## src/rtl/hamming_sec_reader.sv

```systemverilog
`default_nettype none
// ============================================================================
//  Module   : hamming_sec_reader
//  Purpose  : Read-side controller for a DEPTH x 12-bit Hamming(12,8) SEC
//             codeword store. It fetches a codeword on request, computes the
//             syndrome and corrects single-bit errors. The 8-bit data and its
//             error status are returned over a valid/ready handshake.
//             Corrected codewords are written back to the store. On command,
//             it also runs a background scrub sweep over every address.
//  Revision : 1.0  initial release
// ----------------------------------------------------------------------------
//  Ports
//    clk, rst_n               clock, asynchronous active-low reset
//    req_valid/req_ready      read request handshake, req_addr captured
//    rsp_valid/rsp_ready      response handshake
//    rsp_data/corr/uncorr     decoded data and status
//    scrub_start              start-sweep pulse (accepted in IDLE only)
//    scrub_busy/scrub_done    sweep active / one-cycle completion pulse
//    corr_cnt/uncorr_cnt      saturating event counters
//    mem_wr_en/addr/wdata     store write-back and address
//    mem_rdata                store read data (combinational on mem_addr)
// ============================================================================
module hamming_sec_reader #(
    parameter int DEPTH = 16,
    parameter int AW    = 4,
    parameter int CNT_W = 8
) (
    input  logic             clk,
    input  logic             rst_n,
    input  logic             req_valid,
    output logic             req_ready,
    input  logic [AW-1:0]    req_addr,
    output logic             rsp_valid,
    input  logic             rsp_ready,
    output logic [7:0]       rsp_data,
    output logic             rsp_corr,
    output logic             rsp_uncorr,
    input  logic             scrub_start,
    output logic             scrub_busy,
    output logic             scrub_done,
    output logic [CNT_W-1:0] corr_cnt,
    output logic [CNT_W-1:0] uncorr_cnt,
    output logic             mem_wr_en,
    output logic [AW-1:0]    mem_addr,
    output logic [11:0]      mem_wdata,
    input  logic [11:0]      mem_rdata
);

    typedef enum logic [2:0] {
        S_IDLE = 3'd0,
        S_RD   = 3'd1,
        S_DEC  = 3'd2,
        S_WB   = 3'd3,
        S_RSP  = 3'd4
    } state_t;

    localparam logic [AW-1:0] LAST_ADDR = AW'(DEPTH - 1);

    state_t           state_q;
    logic [AW-1:0]    addr_q;        // request address or sweep pointer
    logic [11:0]      cw_q;          // codeword fetched in RD
    logic             req_ready_q;
    logic             rsp_valid_q;
    logic [7:0]       rsp_data_q;
    logic             rsp_corr_q;
    logic             rsp_uncorr_q;
    logic             scrub_busy_q;
    logic             scrub_done_q;
    logic [CNT_W-1:0] corr_cnt_q;
    logic [CNT_W-1:0] uncorr_cnt_q;
    logic             mem_wr_en_q;
    logic [AW-1:0]    mem_addr_q;
    logic [11:0]      mem_wdata_q;

    // Decode of the fetched codeword
    logic [3:0]  syn_d;
    logic [11:0] fixed_d;
    logic [7:0]  data_d;
    logic        corr_d;
    logic        uncorr_d;

    // Codeword bit i-1 holds Hamming position i; syndrome bit k covers
    // every position whose index has bit k set.
    always_comb begin
        syn_d[0] = cw_q[0] ^ cw_q[2] ^ cw_q[4] ^ cw_q[6] ^ cw_q[8]  ^ cw_q[10];
        syn_d[1] = cw_q[1] ^ cw_q[2] ^ cw_q[5] ^ cw_q[6] ^ cw_q[9]  ^ cw_q[10];
        syn_d[2] = cw_q[3] ^ cw_q[4] ^ cw_q[5] ^ cw_q[6] ^ cw_q[11];
        syn_d[3] = cw_q[7] ^ cw_q[8] ^ cw_q[9] ^ cw_q[10] ^ cw_q[11];
    end

    assign corr_d   = (syn_d != 4'd0) && (syn_d <= 4'd12);
    assign uncorr_d = (syn_d >= 4'd13);

    // Syndromes 13..15 point past the word, so nothing is flipped and the
    // raw data positions pass through unchanged.
    always_comb begin
        fixed_d = cw_q;
        for (int i = 0; i < 12; i++) begin
            if (syn_d == 4'(i + 1)) begin
                fixed_d[i] = ~cw_q[i];
            end
        end
    end

    // Data d0..d7 live at positions 3,5,6,7,9,10,11,12
    assign data_d = {fixed_d[11], fixed_d[10], fixed_d[9], fixed_d[8],
                     fixed_d[6],  fixed_d[5],  fixed_d[4], fixed_d[2]};

    always_ff @(posedge clk or negedge rst_n) begin
        if (!rst_n) begin
            state_q      <= S_IDLE;
            addr_q       <= '0;
            cw_q         <= '0;
            req_ready_q  <= 1'b0;
            rsp_valid_q  <= 1'b0;
            rsp_data_q   <= '0;
            rsp_corr_q   <= 1'b0;
            rsp_uncorr_q <= 1'b0;
            scrub_busy_q <= 1'b0;
            scrub_done_q <= 1'b0;
            corr_cnt_q   <= '0;
            uncorr_cnt_q <= '0;
            mem_wr_en_q  <= 1'b0;
            mem_addr_q   <= '0;
            mem_wdata_q  <= '0;
        end else begin
            scrub_done_q <= 1'b0;
            unique case (state_q)
                S_IDLE: begin
                    mem_wr_en_q <= 1'b0;
                    mem_addr_q  <= '0;
                    // req_ready_q is low for the first cycle after reset;
                    // nothing is accepted until it has been raised.
                    if (req_ready_q && req_valid) begin
                        addr_q      <= req_addr;
                        mem_addr_q  <= req_addr;
                        req_ready_q <= 1'b0;
                        state_q     <= S_RD;
                    end else if (req_ready_q && scrub_start) begin
                        addr_q       <= '0;
                        mem_addr_q   <= '0;
                        scrub_busy_q <= 1'b1;
                        req_ready_q  <= 1'b0;
                        state_q      <= S_RD;
                    end else begin
                        req_ready_q <= 1'b1;
                    end
                end

                S_RD: begin
                    cw_q    <= mem_rdata;
                    state_q <= S_DEC;
                end

                S_DEC: begin
                    // Sweep results only feed the counters and write-back
                    if (!scrub_busy_q) begin
                        rsp_data_q   <= data_d;
                        rsp_corr_q   <= corr_d;
                        rsp_uncorr_q <= uncorr_d;
                    end
                    if (corr_d && (corr_cnt_q != {CNT_W{1'b1}})) begin
                        corr_cnt_q <= corr_cnt_q + 1'b1;
                    end
                    if (uncorr_d && (uncorr_cnt_q != {CNT_W{1'b1}})) begin
                        uncorr_cnt_q <= uncorr_cnt_q + 1'b1;
                    end

                    if (corr_d) begin
                        mem_wr_en_q <= 1'b1;
                        mem_wdata_q <= fixed_d;
                        state_q     <= S_WB;
                    end else if (!scrub_busy_q) begin
                        mem_addr_q <= '0;
                        state_q    <= S_RSP;
                    end else if (addr_q == LAST_ADDR) begin
                        scrub_done_q <= 1'b1;
                        scrub_busy_q <= 1'b0;
                        addr_q       <= '0;
                        mem_addr_q   <= '0;
                        req_ready_q  <= 1'b1;
                        state_q      <= S_IDLE;
                    end else begin
                        addr_q     <= addr_q + 1'b1;
                        mem_addr_q <= addr_q + 1'b1;
                        state_q    <= S_RD;
                    end
                end

                S_WB: begin
                    mem_wr_en_q <= 1'b0;
                    if (!scrub_busy_q) begin
                        mem_addr_q <= '0;
                        state_q    <= S_RSP;
                    end else if (addr_q == LAST_ADDR) begin
                        scrub_done_q <= 1'b1;
                        scrub_busy_q <= 1'b0;
                        addr_q       <= '0;
                        mem_addr_q   <= '0;
                        req_ready_q  <= 1'b1;
                        state_q      <= S_IDLE;
                    end else begin
                        addr_q     <= addr_q + 1'b1;
                        mem_addr_q <= addr_q + 1'b1;
                        state_q    <= S_RD;
                    end
                end

                S_RSP: begin
                    // rsp_valid is raised on the first RSP cycle and held
                    // until the consumer samples it with rsp_ready high.
                    if (rsp_valid_q && rsp_ready) begin
                        rsp_valid_q <= 1'b0;
                        req_ready_q <= 1'b1;
                        state_q     <= S_IDLE;
                    end else begin
                        rsp_valid_q <= 1'b1;
                    end
                end

                default: begin
                    state_q <= S_IDLE;
                end
            endcase
        end
    end

    assign req_ready  = req_ready_q;
    assign rsp_valid  = rsp_valid_q;
    assign rsp_data   = rsp_data_q;
    assign rsp_corr   = rsp_corr_q;
    assign rsp_uncorr = rsp_uncorr_q;
    assign scrub_busy = scrub_busy_q;
    assign scrub_done = scrub_done_q;
    assign corr_cnt   = corr_cnt_q;
    assign uncorr_cnt = uncorr_cnt_q;
    assign mem_wr_en  = mem_wr_en_q;
    assign mem_addr   = mem_addr_q;
    assign mem_wdata  = mem_wdata_q;

endmodule
`default_nettype wire

```

## config.mk

```make
export PLATFORM = sky130hd
export DESIGN_NAME = hamming_sec_reader
export DESIGN_NICKNAME = d
export VERILOG_FILES = /design/src/rtl/hamming_sec_reader.sv
export SDC_FILE = /design/constraint.sdc
export NUM_CORES = 1
export LEC_CHECK = 0
export BUFFER_PORTS_ARGS = -buffer_cell sky130_fd_sc_hd__buf_4
export CAP_MARGIN = 15
export CORE_MARGIN = 3
export CORE_UTILIZATION = 60
export CTS_BUF_LIST = sky130_fd_sc_hd__clkbuf_2 sky130_fd_sc_hd__clkbuf_4 sky130_fd_sc_hd__clkbuf_8
export CTS_CLUSTER_DIAMETER = 120
export DETAILED_ROUTE_END_ITERATION = 10
export PLACE_DENSITY = 0.86
export SLEW_MARGIN = 20
export SYNTH_ARGS = -nofsm -noshare
export SYNTH_HDL_FRONTEND = slang
export SYNTH_SLANG_ARGS = --single-unit
export TNS_END_PERCENT = 100
```

## constraint.sdc

```tcl
create_clock -name clk -period 3.85 [get_ports clk]
set_clock_uncertainty 0.15 [all_clocks]
set_input_delay 0.1925 -clock clk [delete_from_list [all_inputs] [get_ports clk]]
set_output_delay 0.1925 -clock clk [all_outputs]
set_load 0.005 [all_outputs]
```

==> results of run 1 <==
-- where the power goes --
part | internal (mW) | switching [mW] | leakage [nW]
logic | 1.35 | 1.50 | 1.04
clock network | 0.240 | 0.245 | 0.0896
registers | 0.979 | 0.316 | 0.834
total | 2.57 | 2.06 | 1.96
-- metal layers --
layer  share of wire (%)  GRT usage [%]  vias to the layer above  wire, microns
li1                    -              -                     1186              -
met1                  45           32.8                     1229           3240
met2                  47           38.9                       86           3410
met3                 6.2           5.83                        9            448
met4                 1.8           9.63                        0            129
met5                   0              0                        -              0
-- path summary, 6_finish.rpt --
check                       startpoint            end  slack [ns]  depth (start not counted)
min reg2reg                rsp_data[2]    rsp_data[2]        0.34                          2
max                            cw_q[6]      addr_q[0]        0.95                          6
max reg2reg                    cw_q[6]      addr_q[0]        0.95                          6
min in group asynchronous        rst_n    rsp_data[0]        0.34                          2
min                          rsp_ready      rsp_valid        0.04                          4
max in group asynchronous        rst_n  uncorr_cnt[3]        2.69                          2
-- timing repair --
action / 4_1_cts / 5_1_grt
endpoints found under the hold margin: 79 / 0
resized for setup: 0 / 0
hold buffers: 14 / 0
setup endpoints to repair: 0 / 0
-- registers in the layout (all words and copies together) (netlist names) --
name	cells
addr_q	4
corr_cnt	8
cw_q	12
mem_addr	4
mem_wdata	12
mem_wr_en	1
req_ready	1
rsp_corr	1
rsp_data	8
rsp_uncorr	1
rsp_valid	1
scrub_busy	1
scrub_done	1
state_q	3
uncorr_cnt	8
-- kinds of logic after synthesis --
family	after synthesis	synth area share, %
DFF	66	49.9
adders and majority gates	3	1.13
buffers and inverters	16	2.04
and+or+nand+nor	95	14.6
AOI/OAI and AO/OA	46	9.12
muxes	24	8.06
xor gates and xnor gates	41	15.1
-- cell type report --
cell class | instances | area, sq um | area share (%)
sequential | 66 | 1650 | 39.8
multi-input combinational | 209 | 1590 | 38.3
timing repair buffer | 81 | 643 | 15.5
clock buffer | 11 | 139 | 3.35
tap | 70 | 87.6 | 2.11
clock inverter | 4 | 20.0 | 0.483
inverter | 5 | 18.8 | 0.452
-- Yosys cell counts (all sizes together), types with 3 or more instances --
| library cell | number | area [sq um] |
|---|---|---|
| nand4 | 7 | 43.8 |
| nand3 | 10 | 62.6 |
| xnor3 | 4 | 90.1 |
| nor3 | 7 | 35.0 |
| a22o | 4 | 35.0 |
| clkbuf | 9 | 33.8 |
| nor2 | 15 | 56.3 |
| and3 | 5 | 31.3 |
| o21ai | 24 | 120 |
| xor3 | 4 | 95.1 |
| xor2 | 17 | 149 |
| nor4 | 3 | 33.8 |
| mux2 | 21 | 236 |
| nand2 | 40 | 150 |
| inv | 5 | 18.8 |
| xnor2 | 16 | 166 |
| mux2i | 3 | 30.0 |
| dfrtp | 66 | 1650 |
| a21oi | 6 | 30.0 |
| ha | 3 | 37.5 |
-- critical path, cell delays in order (launching register included) --
cell,delay (ns)
dfrtp_1,0.48
xnor2_1,0.28
xnor3_1,0.52
o211ai_4,0.30
nand3_4,0.38
o2111ai_2,0.30
mux2_2,0.38
==> results.json, run 1 <==
{
  "dpl.cell_count": 417,
  "vias": 2510,
  "synth_fp_nets": 315,
  "initial_core_util_pct": 63.6,
  "synth_edf_count": 0,
  "power_mw": 4.63,
  "avgSynthCellArea_sq_um": 11.4,
  "ctsRootBufferMaster": "clkbuf_8",
  "ys_seq_area_share_pct": 49.9,
  "layout_common_cells": "buf_4 (67), dfrtp_1 (66), nand2_1 (40)",
  "slew_headroom_pct": 28.4,
  "instances_no_fill": 446,
  "fin_tns_setup_ns": 0,
  "synth_seq_cells": 66,
  "syn_inst": 291,
  "setup_slack_ns": 0.945,
  "slew_violations": 0,
  "clkTransAtPathRegs_ns": 0.07,
  "hold_viol_final": 0,
  "fin_crit_sh_pct": 75.5,
  "clock_path_buffers": 2,
  "syn_to_final_growth_pct": 25.4,
  "startpoint_type": "flop",
  "rows": 26,
  "cp.arrival_ns": 2.98,
  "required_ns": 3.93,
  "gp_congestion": 0.868,
  "fp.coreArea_sq_um": 5200,
  "cts_max_level": 3,
  "ys_types": 42,
  "final_area_sq_um": 4150,
  "overflow": 0,
  "rsz0062_at_grt": "no",
  "fin_util_pct": 79.7,
  "max_clock_freq_mhz": 344,
  "p_leak_nw": 1.96,
  "io_pins": 68,
  "vdd_drop_max_uv": 791,
  "yosys_most_used_dff": "dfrtp_1",
  "whs_ns": 0.0394,
  "dpl-instance-area_sq_um": 3850,
  "grt_pass1_vias": 2491,
  "hpwlAfterDp_microns": 5130,
  "grt_pass1_wl_microns": 12000,
  "setup_viol": 0,
  "hp-class": "primary input to flop",
  "ant_nets": 0,
  "syn_area_sq_um": 3310,
  "wl_per_cell_microns": 16.2,
  "dieHeight_microns": 80.3,
  "status": "finished clean",
  "critPathKind": "flop to flop",
  "drive_above_1_share_pct": 29.5,
  "grt_max_degree": 67,
  "die_area_sq_um": 6440,
  "maxCapViolCount": 0,
  "async_reset_ff_share_pct": 100,
  "routed_wl_microns": 7230,
  "pwr_density_cell_nw_per_um2": 1120,
  "cts_setup_buffers": 0,
  "final_common_cell": "buf_4",
  "drt_iter0_markers": 182,
  "clock-sinks": 66,
  "first_pass_iters": 4,
  "grt_util_all_layers_pct": 24.6,
  "tightest_slew_ns": 1.07,
  "end_kind": "flop",
  "cp_max_fo": 37,
  "antenna_found_initial": 0,
  "die_x_microns": 80.3,
  "vias_per_cell": 5.63,
  "clock_latency_ns": 0.34,
  "drc_errors": 0,
  "fin_crit_ns": 2.90,
  "cts_buffers": 9,
  "cts_tree": "yes",
  "nFillCells": 325,
  "antenna_cells": 0,
  "nNetsFinal": 396,
  "yosys_warnings": 0,
  "place_ws_ns": 0.975,
  "place.port_buffers": 67
}
Power figures use the tool's default switching activity.
==> run 2, diff against run 1 <==
--- a/config.mk
+++ b/config.mk
@@ -8,11 +8,11 @@
 export BUFFER_PORTS_ARGS = -buffer_cell sky130_fd_sc_hd__buf_4
 export CAP_MARGIN = 15
 export CORE_MARGIN = 3
-export CORE_UTILIZATION = 60
+export CORE_UTILIZATION = 51
 export CTS_BUF_LIST = sky130_fd_sc_hd__clkbuf_2 sky130_fd_sc_hd__clkbuf_4 sky130_fd_sc_hd__clkbuf_8
 export CTS_CLUSTER_DIAMETER = 120
 export DETAILED_ROUTE_END_ITERATION = 10
-export PLACE_DENSITY = 0.86
+export PLACE_DENSITY = 0.78
 export SLEW_MARGIN = 20
 export SYNTH_ARGS = -nofsm -noshare
 export SYNTH_HDL_FRONTEND = slang
==> constraint.sdc (replaced) <==
create_clock -name clk -period 2.37 [get_ports clk]
set_clock_uncertainty 0.15 [all_clocks]
set_input_delay 0.1185 -clock clk [delete_from_list [all_inputs] [get_ports clk]]
set_output_delay 0.1185 -clock clk [all_outputs]
set_load 0.005 [all_outputs]
==> results.json, run 2 (synthesized netlist as in run 1, its figures left out) <==
{
  "cts_buffers": 9,
  "drive_above_1_share_pct": 41.8,
  "overflow": 0,
  "drt_iter0_markers": 228,
  "clock_latency_ns": 0.35,
  "clock-sinks": 66,
  "drc_errors": 0,
  "grt_pass1_wl_microns": 12700,
  "clock_path_buffers": 2,
  "grt_pass1_vias": 2633,
  "hpwlAfterDp_microns": 5300,
  "max_clock_freq_mhz": 417,
  "final_common_cell": "buf_4",
  "clkTransAtPathRegs_ns": 0.08,
  "fin_crit_ns": 2.40,
  "gp_congestion": 0.876,
  "slew_violations": 0,
  "vias": 2687,
  "slew_headroom_pct": 46.0,
  "wl_per_cell_microns": 16.4,
  "fin_crit_sh_pct": 101,
  "setup_slack_ns": -0.0259,
  "cp.arrival_ns": 2.49,
  "rsz0062_at_grt": "yes",
  "die_x_microns": 86.5,
  "hold_viol_final": 0,
  "io_pins": 68,
  "tightest_slew_ns": 0.804,
  "die_area_sq_um": 7490,
  "grt_max_degree": 67,
  "hp-class": "primary input to flop",
  "dpl.cell_count": 447,
  "routed_wl_microns": 8070,
  "nFillCells": 385,
  "vias_per_cell": 5.47,
  "initial_core_util_pct": 54.3,
  "status": "finished with violations",
  "maxCapViolCount": 0,
  "startpoint_type": "flop",
  "fp.coreArea_sq_um": 6100,
  "required_ns": 2.46,
  "cts_max_level": 3,
  "antenna_cells": 0,
  "cts_tree": "yes",
  "nNetsFinal": 435,
  "antenna_found_initial": 0,
  "place.port_buffers": 67,
  "cp_max_fo": 5,
  "setup_viol": 7,
  "first_pass_iters": 4,
  "end_kind": "flop",
  "ctsRootBufferMaster": "clkbuf_8",
  "instances_no_fill": 491,
  "layout_common_cells": "buf_4 (102), dfrtp_1 (61), nand2_1 (40)",
  "ant_nets": 0,
  "rows": 28,
  "grt_util_all_layers_pct": 21.8,
  "critPathKind": "flop to flop",
  "syn_to_final_growth_pct": 41.5,
  "dieHeight_microns": 86.5,
  "violations": "negative setup slack"
}
-- run 2: changes by cell type in the layout (fill, tap and decap cells not counted), sizes merged --
cell         before  now
clkbuf           11   12
nand3            10   11
clkinvlp          0    1
clkinv            4    0
buf              67  102
dlygate4sd3      14   17
bufinv            0    3
-- run 2: metrics by stage --
| step | setup slack [ns] | area [sq um] | utilization (%) | TNS (ns) | hold WS, ns |
|---|---|---|---|---|---|
| 6_report | -0.0259 | 4680 | 76.8 | -0.118 | 0.0106 |
| 3_3_place_gp | -0.00404 | 4070 | 66.7 | -0.0114 | 0.117 |
| 2_1_floorplan | 0.000158 | 3330 | - | 0 | -0.327 |
| 4_1_cts | 0.00516 | 4550 | 74.6 | 0 | 0.0107 |
| 3_5_place_dp | -0.0810 | 4070 | 66.7 | -0.419 | 0.117 |
| 5_1_grt | -0.115 | 4680 | 76.8 | -2.20 | 0.0390 |
-- run 2: area by class of cell --
type	count	area, sq um	share of cell area (%)
Clock buffer	12	159	3.40
Clock inverter	4	97.6	2.09
Inverter	5	18.8	0.401
Multi-Input combinational cell	210	1720	36.7
Sequential cell	66	1660	35.4
Tap cell	75	93.8	2.01
Timing Repair Buffer	119	936	20.0
-- run 2: per-layer routing --
| layer | GRT usage (%) | part of all wire, % |
|---|---|---|
| met1 | 29.0 | 43 |
| met2 | 35.0 | 49 |
| met3 | 3.80 | 4.9 |
| met4 | 9.77 | 2.7 |
| met5 | 0 | 0 |
-- run 2: worst paths after layout --
| kind | start | endpoint | slack, ns | cells past startpoint |
|---|---|---|---|---|
| min in group asynchronous | rst_n | uncorr_cnt[5] | 0.25 | 2 |
| setup reg to reg | cw_q[8] | addr_q[1] | -0.03 | 7 |
| hold reg to reg | rsp_data[0] | rsp_data[0] | 0.33 | 2 |
| max in group asynchronous | rst_n | cw_q[10] | 1.21 | 2 |
| setup / recovery | cw_q[8] | addr_q[1] | -0.03 | 7 |
| hold / removal | req_addr[1] | mem_addr[1] | 0.01 | 3 |
-- run 2: repair_timing --
item,CTS,global route
pin swaps,2,0
buffers inserted,3,7
gates cloned,0,1
hold buffers,17,0
hold endpoints to repair,84,0
setup endpoints to repair,14,41
resized for setup,7,18
-- run 2: critical path: stages (launching register included) --
cell	delay [ns]
dfrtp_2	0.46
xnor2_4	0.28
xnor3_2	0.42
o211ai_4	0.29
nand3_4	0.15
nor3b_4	0.20
buf_4	0.15
a22o_1	0.20
Power of run 2 is left out: the tool's default activity adds up to more than one toggle a clock period on the data nets, which glitch-free logic cannot reach.
